**config.mk**
```make
export PLATFORM = sky130hd
export DESIGN_NAME = console_uart_rx
export DESIGN_NICKNAME = d
export VERILOG_FILES = /design/src/rtl/console_uart_pkg.sv /design/src/rtl/console_sync2.sv /design/src/rtl/console_uart_rx.sv
export SDC_FILE = /design/constraint.sdc
export NUM_CORES = 1
export LEC_CHECK = 0
export ABC_AREA = 1
export CORE_UTILIZATION = 29
export CTS_CLUSTER_SIZE = 10
export DETAILED_ROUTE_END_ITERATION = 16
export HOLD_SLACK_MARGIN = 0.05
export PLACE_DENSITY = 0.49
export SLEW_MARGIN = 20
export SYNTH_ARGS = -nofsm -noshare
export SYNTH_HDL_FRONTEND = slang
export SYNTH_SLANG_ARGS = --single-unit
```
**constraint.sdc**
```tcl
create_clock -name clk -period 2.1 [get_ports clk]
set_input_delay 0.42 -clock clk [delete_from_list [all_inputs] [get_ports clk]]
set_output_delay 0.42 -clock clk [all_outputs]
set_load 0.01 [all_outputs]
```
**src/rtl/console_uart_pkg.sv**
```systemverilog
// Shared definitions for the serial console: FSM states, frame constants
// and a width helper used by both the receiver and the transmitter.
package console_uart_pkg;

    // Receiver FSM states, 3-bit encoding.
    typedef enum logic [2:0] {
        ST_IDLE      = 3'd0,
        ST_START     = 3'd1,
        ST_DATA      = 3'd2,
        ST_STOP      = 3'd3,
        ST_WAIT_IDLE = 3'd4
    } rx_state_e;

    // 8N1 frame line levels.
    localparam logic LINE_IDLE = 1'b1;
    localparam logic START_BIT = 1'b0;
    localparam logic STOP_BIT  = 1'b1;

    // Number of bits needed to count 0..v-1 (minimum 1).
    function automatic int clog2(input int v);
        int r;
        r = 0;
        while ((1 << r) < v) r++;
        return (r < 1) ? 1 : r;
    endfunction

endpackage

```
**src/rtl/console_sync2.sv**
```systemverilog
// Two-flop synchroniser for a single asynchronous input bit.
module console_sync2 #(
    parameter logic RESET_VAL = 1'b1
) (
    input  logic clk,
    input  logic rst_n,
    input  logic d_i,
    output logic q_o
);

    logic meta_q;
    logic sync_q;

    // Shift the asynchronous input through two flops to settle metastability.
    // NOTE: sequential state uses non-blocking assignments so every flop
    // samples the pre-edge value of its neighbour.
    always_ff @(posedge clk or negedge rst_n) begin
        if (!rst_n) begin
            meta_q <= RESET_VAL;
            sync_q <= RESET_VAL;
        end else begin
            meta_q <= d_i;
            sync_q <= meta_q;
        end
    end

    assign q_o = sync_q;

endmodule

```
**src/rtl/console_uart_rx.sv**
```systemverilog
// Console serial receiver: deserialises an 8N1-style line into bytes and
// hands them over through a one-deep valid/ready holding register.
module console_uart_rx
    import console_uart_pkg::*;
#(
    parameter int CLKS_PER_BIT = 16,
    parameter int DATA_BITS    = 8
) (
    input  logic                 clk,
    input  logic                 rst_n,
    input  logic                 rx_i,
    output logic [DATA_BITS-1:0] data_o,
    output logic                 valid_o,
    input  logic                 ready_i,
    output logic                 frame_err_o,
    output logic                 overrun_o,
    output logic                 busy_o
);

    localparam int CNT_W = clog2(CLKS_PER_BIT);
    localparam int IDX_W = clog2(DATA_BITS);
    localparam logic [CNT_W-1:0] CNT_HALF = CNT_W'(CLKS_PER_BIT / 2 - 1);
    localparam logic [CNT_W-1:0] CNT_FULL = CNT_W'(CLKS_PER_BIT - 1);
    localparam logic [IDX_W-1:0] IDX_LAST = IDX_W'(DATA_BITS - 1);

    logic                 rxs;
    rx_state_e            state_q, state_d;
    logic [CNT_W-1:0]     cnt_q, cnt_d;
    logic [IDX_W-1:0]     idx_q, idx_d;
    logic [DATA_BITS-1:0] shift_q, shift_d;
    logic [DATA_BITS-1:0] data_q, data_d;
    logic                 valid_q, valid_d;
    logic                 ferr_q, ferr_d;
    logic                 ovr_q, ovr_d;
    logic                 deliver;

    console_sync2 #(.RESET_VAL(LINE_IDLE)) u_sync (
        .clk   (clk),
        .rst_n (rst_n),
        .d_i   (rx_i),
        .q_o   (rxs)
    );

    // Frame FSM next state, bit timing and the holding-register update.
    // NOTE: every signal gets its default first, so no path leaves one
    // unassigned and no latch is inferred.
    always_comb begin
        state_d = state_q;
        cnt_d   = cnt_q;
        idx_d   = idx_q;
        shift_d = shift_q;
        deliver = 1'b0;
        ferr_d  = 1'b0;

        unique case (state_q)
            ST_IDLE: begin
                if (rxs == START_BIT) begin
                    state_d = ST_START;
                    cnt_d   = CNT_HALF;
                end
            end
            ST_START: begin
                if (cnt_q != '0) begin
                    cnt_d = cnt_q - 1'b1;
                end else if (rxs == START_BIT) begin
                    state_d = ST_DATA;
                    cnt_d   = CNT_FULL;
                    idx_d   = '0;
                end else begin
                    state_d = ST_IDLE;      // glitch shorter than half a bit
                end
            end
            ST_DATA: begin
                if (cnt_q != '0) begin
                    cnt_d = cnt_q - 1'b1;
                end else begin
                    shift_d[idx_q] = rxs;
                    cnt_d          = CNT_FULL;
                    if (idx_q == IDX_LAST) state_d = ST_STOP;
                    else                   idx_d   = idx_q + 1'b1;
                end
            end
            ST_STOP: begin
                if (cnt_q != '0) begin
                    cnt_d = cnt_q - 1'b1;
                end else if (rxs == STOP_BIT) begin
                    deliver = 1'b1;
                    state_d = ST_IDLE;      // re-arm at mid stop bit
                end else begin
                    ferr_d  = 1'b1;
                    state_d = ST_WAIT_IDLE;
                end
            end
            ST_WAIT_IDLE: begin
                if (rxs == LINE_IDLE) state_d = ST_IDLE;
            end
            default: state_d = ST_IDLE;
        endcase

        data_d  = data_q;
        valid_d = valid_q;
        ovr_d   = 1'b0;
        if (deliver) begin
            if (!valid_q || ready_i) begin
                data_d  = shift_q;
                valid_d = 1'b1;
            end else begin
                ovr_d = 1'b1;               // old byte kept, new one dropped
            end
        end else if (valid_q && ready_i) begin
            valid_d = 1'b0;
        end
    end

    // State, timing, shift and holding registers.
    always_ff @(posedge clk or negedge rst_n) begin
        if (!rst_n) begin
            state_q <= ST_IDLE;
            cnt_q   <= '0;
            idx_q   <= '0;
            shift_q <= '0;
            data_q  <= '0;
            valid_q <= 1'b0;
            ferr_q  <= 1'b0;
            ovr_q   <= 1'b0;
        end else begin
            state_q <= state_d;
            cnt_q   <= cnt_d;
            idx_q   <= idx_d;
            shift_q <= shift_d;
            data_q  <= data_d;
            valid_q <= valid_d;
            ferr_q  <= ferr_d;
            ovr_q   <= ovr_d;
        end
    end

    assign data_o      = data_q;
    assign valid_o     = valid_q;
    assign frame_err_o = ferr_q;
    assign overrun_o   = ovr_q;
    assign busy_o      = (state_q != ST_IDLE);

endmodule

```
==> results of run 1 <==
==> power breakdown <==
group / internal, uW / switching (uW)
Sequential: 682 / 93.3
Clock: 264 / 213
Combinational: 213 / 372
Total: 1160 / 679
==> Yosys cell counts (2+ instances only) <==
| cell | count |
|---|---|
| nor2_2 | 6 |
| o21ai_0 | 3 |
| nand2_2 | 7 |
| nor2_1 | 8 |
| dfstp_2 | 2 |
| a21oi_1 | 2 |
| nand2_1 | 49 |
| o21ai_2 | 8 |
| inv_1 | 17 |
| dfrtp_1 | 29 |
| nand4_1 | 5 |
| inv_2 | 3 |
| o21ai_1 | 6 |
| ha_1 | 3 |
| nor2_4 | 4 |
| nand3_1 | 19 |
==> sequential cells by signal, indices dropped and copies added, names as in the netlist <==
register	cells
shift_q	8
data_o	8
u_sync.q_o	1
u_sync.meta_q	1
valid_o	1
state_q	3
idx_q	3
overrun_o	1
cnt_q	4
frame_err_o	1
==> cells by family (layout without fill, tap and decap cells) <==
kind of cell / Yosys count / after routing
AND/OR/NAND/NOR: 100 / 100
flip-flops: 31 / 31
buffers and inverters: 22 / 44
AO/OA/AOI/OAI: 19 / 19
adder cells (fa/ha/maj): 3 / 3
XOR/XNOR: 1 / 1
==> metal layers <==
layer | part of all wire [%] | track usage, %
met1 | 50 | 15.70
met2 | 44 | 17.62
met3 | 3.4 | 4.016
met4 | 1.8 | 5.031
met5 | 0 | 0
==> final timing paths <==
kind / startpoint / cells after the start / to
min: u_sync.meta_q$_DFF_PN1_ / 0 / u_sync.q_o$_DFF_PN1_
min in group asynchronous: rst_n / 2 / cnt_q[1]$_DFFE_PN0P_
min reg2reg: u_sync.meta_q$_DFF_PN1_ / 0 / u_sync.q_o$_DFF_PN1_
max reg2reg: cnt_q[0]$_DFFE_PN0P_ / 7 / data_o[5]$_DFFE_PN0P_
max in group asynchronous: rst_n / 2 / u_sync.meta_q$_DFF_PN1_
max: state_q[1]$_DFFE_PN0P_ / 3 / busy_o
==> layout make-up <==
| type | instances | area (sq um) | area share, % |
|---|---|---|---|
| Clock buffer | 7 | 86.33 | 4.656 |
| Clock inverter | 1 | 5.005 | 0.2699 |
| Inverter | 20 | 75.07 | 4.049 |
| Multi-Input combinational cell | 123 | 664.4 | 35.83 |
| Sequential cell | 31 | 778.2 | 41.97 |
| Tap cell | 70 | 87.58 | 4.723 |
| Timing Repair Buffer | 16 | 157.7 | 8.502 |
==> metrics by stage <==
stage / utilization [%] / instances
after floorplan: - / 176
after global placement: 34.52 / 260
after detailed placement: 34.52 / 260
after CTS: 36.31 / 268
after global routing: 36.31 / 268
final: 36.31 / 268
==> impl_metrics.toml, run 1 <==
[outcome]
outcome = "finished clean"

[synth]
yosys_warnings = 0
synth_compound_area_share_pct = 8.157
synthTopCellsByArea = "dfrtp_1 47%, nand2_1 12%, nand3_1 6.2%"
yosys.area_share.simple_pct = 32.14
synthDistinctLibCells = 21
synth_sequential_area_ratio_pct = 50.73
synthArstFlopShare_pct = 100.0
synth_top_family_by_area = "simple AND/OR/NAND/NOR gates"
syn_area_sq_mm = 0.001534
syn_avg_cell_area_sq_um = 8.716
synth_mux_area_share_pct = 0
synth_top_area_share_pct = 47.31
yosys.area_share.adder_pct = 2.447
synth-seq-cells = 31
syn_nets = 183
synth_edf_count = 0
synth_cells = 176
synthXorXnorAreaFrac_pct = 0.5710
synth_top_flop_cell = "dfrtp_1"
synth_area_leader_cell = "dfrtp_1"

[route]
ant_nets = 0
viasPerCell = 4.302
drtIter0Drc = 49
route.vias.total = 1153
wl_per_cell_um = 10.44
drt_wl_total_um = 2798
first_pass_iters = 4
drc = 0

[place]
hpwl_um = 2050
placed_area_sq_mm = 0.001763
portBuffers = 15
place_congestion = 0.7539
pre_cts_ws_ns = 0.3846

[global_route]
antenna_found_initial = 0
grt_start_max_net_pins = 32
grt_pass1_vias = 1060
grt_pass1_wl_um = 4878
grt.total_usage_pct = 11.84
overflow = 0

[sta]
worst_slack_ns = 0.1695
slew_viol_final = 0
min_period_ns = 1.930
max_slew_margin_pct = 74.00
worst_pin_slew_ns = 0.3900
clock.fmax_mhz = 518.0
setup_viol = 0
finClkSkew_ns = 0.01084
rsz0062_at_grt = "false"
whs_ns = 0.3627
period_share_pct = 91.93
fin_tns_setup_ns = 0
hold_viol = 0

[clocking]
numCtsBuffers = 5
ctsHoldBuffers = 0
clk_pin_slew_worst_paths_ns = 0.07
postCtsSetupBuffers = 0
cts_tree = "built"
clock_sink_count = 31
ctsResizeCount = 0
cts-root-buf = "clkbuf_8"
insertion_delay_ns = 0.28
cts_buffer_depth = 2
htree_levels = 2

[floorplan]
ioPinCount = 16
die_x_um = 74.73
num_rows = 26
dieHeight_um = 74.73
coreArea_sq_mm = 0.005107
die-area_sq_mm = 0.005585
start_util_pct = 30.03

[setup_path]
worst_setup_path_end_kind = "primary output"
crit_family = "buffers and inverters"
worstPathMaxFanout = 7
cpPeakStageDelay_ns = 0.48
critPathArrivalTime_ns = 1.51
cpMaxStageDelayCell = "clkdlybuf4s50_1"
r2r_setup_slack_ns = 0.38
crit_chain = "nor2_2 -> nand2_1 -> clkdlybuf4s50_1"
worst-setup-path-type = "reg2out"
critPathRequiredTime_ns = 1.68
start_kind = "flip-flop"
cp_num_buf_inv = 1

[final_layout]
nets = 204
final_common_cell = "nand2_1"
final_area_sq_mm = 0.001854
syn_to_final_growth_pct = 20.88
antenna_cells = 0
drive_gt1_share_pct = 19.70
n_fill_cell = 546
final_cell_mix = "49 x nand2_1, 29 x dfrtp_1, 19 x nand3_1, 17 x inv_1, 15 x clkdlybuf4s50_1"

[pwr]
static-leakage-power_uw = 0.0008485
cellPowerDensity_mw_per_mm2 = 991.4
max-vdd-ir-drop_uv = 290.6
total_power_uw = 1838

[run]
drv_cap = 0

[hold_path]
hp-class = "reg2reg"
Power figures use the tool's default switching activity.
==> run 2, diff against run 1 <==
Settings changed: CORE_MARGIN from default to 4.
==> impl_metrics.toml, run 2 (same netlist as run 1, synthesis figures left out) <==
[clocking]
cts_tree = "built"
ctsResizeCount = 0
cts-root-buf = "clkbuf_8"
numCtsBuffers = 5
clock_sink_count = 31
insertion_delay_ns = 0.28
ctsHoldBuffers = 0
cts_buffer_depth = 2
htree_levels = 2
clk_pin_slew_worst_paths_ns = 0.07
postCtsSetupBuffers = 0

[sta]
min_period_ns = 1.945
fin_tns_setup_ns = 0
rsz0062_at_grt = "false"
hold_viol = 0
slew_viol_final = 0
clock.fmax_mhz = 514.0
period_share_pct = 92.64
max_slew_margin_pct = 73.22
setup_viol = 0
worst_pin_slew_ns = 0.4017
finClkSkew_ns = 0.008978

[final_layout]
nets = 204
n_fill_cell = 551
final_cell_mix = "49 x nand2_1, 29 x dfrtp_1, 19 x nand3_1, 17 x inv_1, 15 x clkdlybuf4s50_1"
fin_util_pct = 36.82
drive_gt1_share_pct = 20.20
syn_to_final_growth_pct = 22.59
final_common_cell = "nand2_1"
antenna_cells = 0

[place]
place_congestion = 0.7947
hpwl_um = 2085
portBuffers = 15

[setup_path]
worst-setup-path-type = "reg2out"
startpoint = "state_q[1]$_DFFE_PN0P_"
start_kind = "flip-flop"
critPathRequiredTime_ns = 1.68
critPathArrivalTime_ns = 1.53
r2r_setup_slack_ns = 0.38
r2r-start = "cnt_q[0]$_DFFE_PN0P_"
worstPathMaxFanout = 7
worst_setup_path_end_kind = "primary output"

[route]
ant_nets = 0
dr_wl_met3_um = 149
drt_wl_total_um = 2895
drc = 0
first_pass_iters = 4
wl_met2_um = 1211
wl_met1_um = 1490
drtIter0Drc = 94
route.vias.total = 1152
top_layer = "met4"
viasPerCell = 4.299
wl_per_cell_um = 10.80

[floorplan]
ioPinCount = 16
coreArea_sq_mm = 0.005107
die-area_sq_mm = 0.006517
dieHeight_um = 80.73
num_rows = 26
start_util_pct = 30.03
die_x_um = 80.73

[pwr]
max-vdd-ir-drop_uv = 333.0
cellPowerDensity_mw_per_mm2 = 1050
total_power_uw = 1974
static-leakage-power_uw = 0.0008615

[global_route]
grt.total_usage_pct = 10.36
grt_start_max_net_pins = 32
overflow = 0
grt_pass1_wl_um = 5181
grt_pass1_vias = 1096
antenna_found_initial = 0

[outcome]
outcome = "finished clean"

[hold_path]
hp-class = "reg2reg"
worstHoldStart = "u_sync.meta_q$_DFF_PN1_"

[run]
drv_cap = 0
## run 2: cell count changes in the layout (fill, tap and decap cells not counted), sizes merged
cell / before / now
bufinv: 0 / 1
clkbuf: 7 / 6
## run 2: worst paths after layout
kind                                           end  depth (start not counted)
hold reg to reg               u_sync.q_o$_DFF_PN1_                          0
min in group asynchronous     cnt_q[1]$_DFFE_PN0P_                          2
max in group asynchronous  u_sync.meta_q$_DFF_PN1_                          2
setup / recovery                            busy_o                          3
setup reg to reg             data_o[5]$_DFFE_PN0P_                          7
hold / removal                u_sync.q_o$_DFF_PN1_                          0
## run 2: layout make-up
type	instances	area (sq um)	area share, %
timing repair buffer	16	157.7	8.383
sequential	31	778.2	41.38
clock inverter	2	35.03	1.863
tap	70	87.58	4.657
inverter	20	75.07	3.992
clock buffer	6	82.58	4.391
multi-input combinational	123	664.4	35.33
## run 2: report_power, final
part | internal, uW | switching [uW]
Sequential | 682 | 94.4
Clock | 384 | 223
Combinational | 214 | 378
Total | 1280 | 695
## run 2: through the flow
stage / instances / instance area [sq um] / hold WS, ns / worst slack [ns]
after detailed placement: 260 / 1763 / 0.3468 / 0.3587
after floorplan: 176 / 1534 / 0.1244 / 0.6145
after global routing: 268 / 1881 / 0.3597 / 0.06598
after CTS: 268 / 1881 / 0.3563 / 0.1579
final: 268 / 1881 / 0.3550 / 0.1545
after global placement: 260 / 1763 / 0.3455 / 0.3722
## run 2: metal layers
metal	vias to the layer above	track usage, %
met3	5	3.769
met5	-	0
met2	18	14.74
met4	0	3.547
met1	517	14.48
li1	612	-
## run 2: worst max-delay path, cell delays in order, from the launching register on
cell and delay (ns):
dfrtp_1 0.47, nor2_2 0.22, nand2_1 0.07, clkdlybuf4s50_1 0.48
==> run 3, diff against run 2 <==
Settings changed: SLEW_MARGIN 20 to 0.
==> results of run 3 <==
The final DEF is identical to that of run 2; final timing and power are the same.
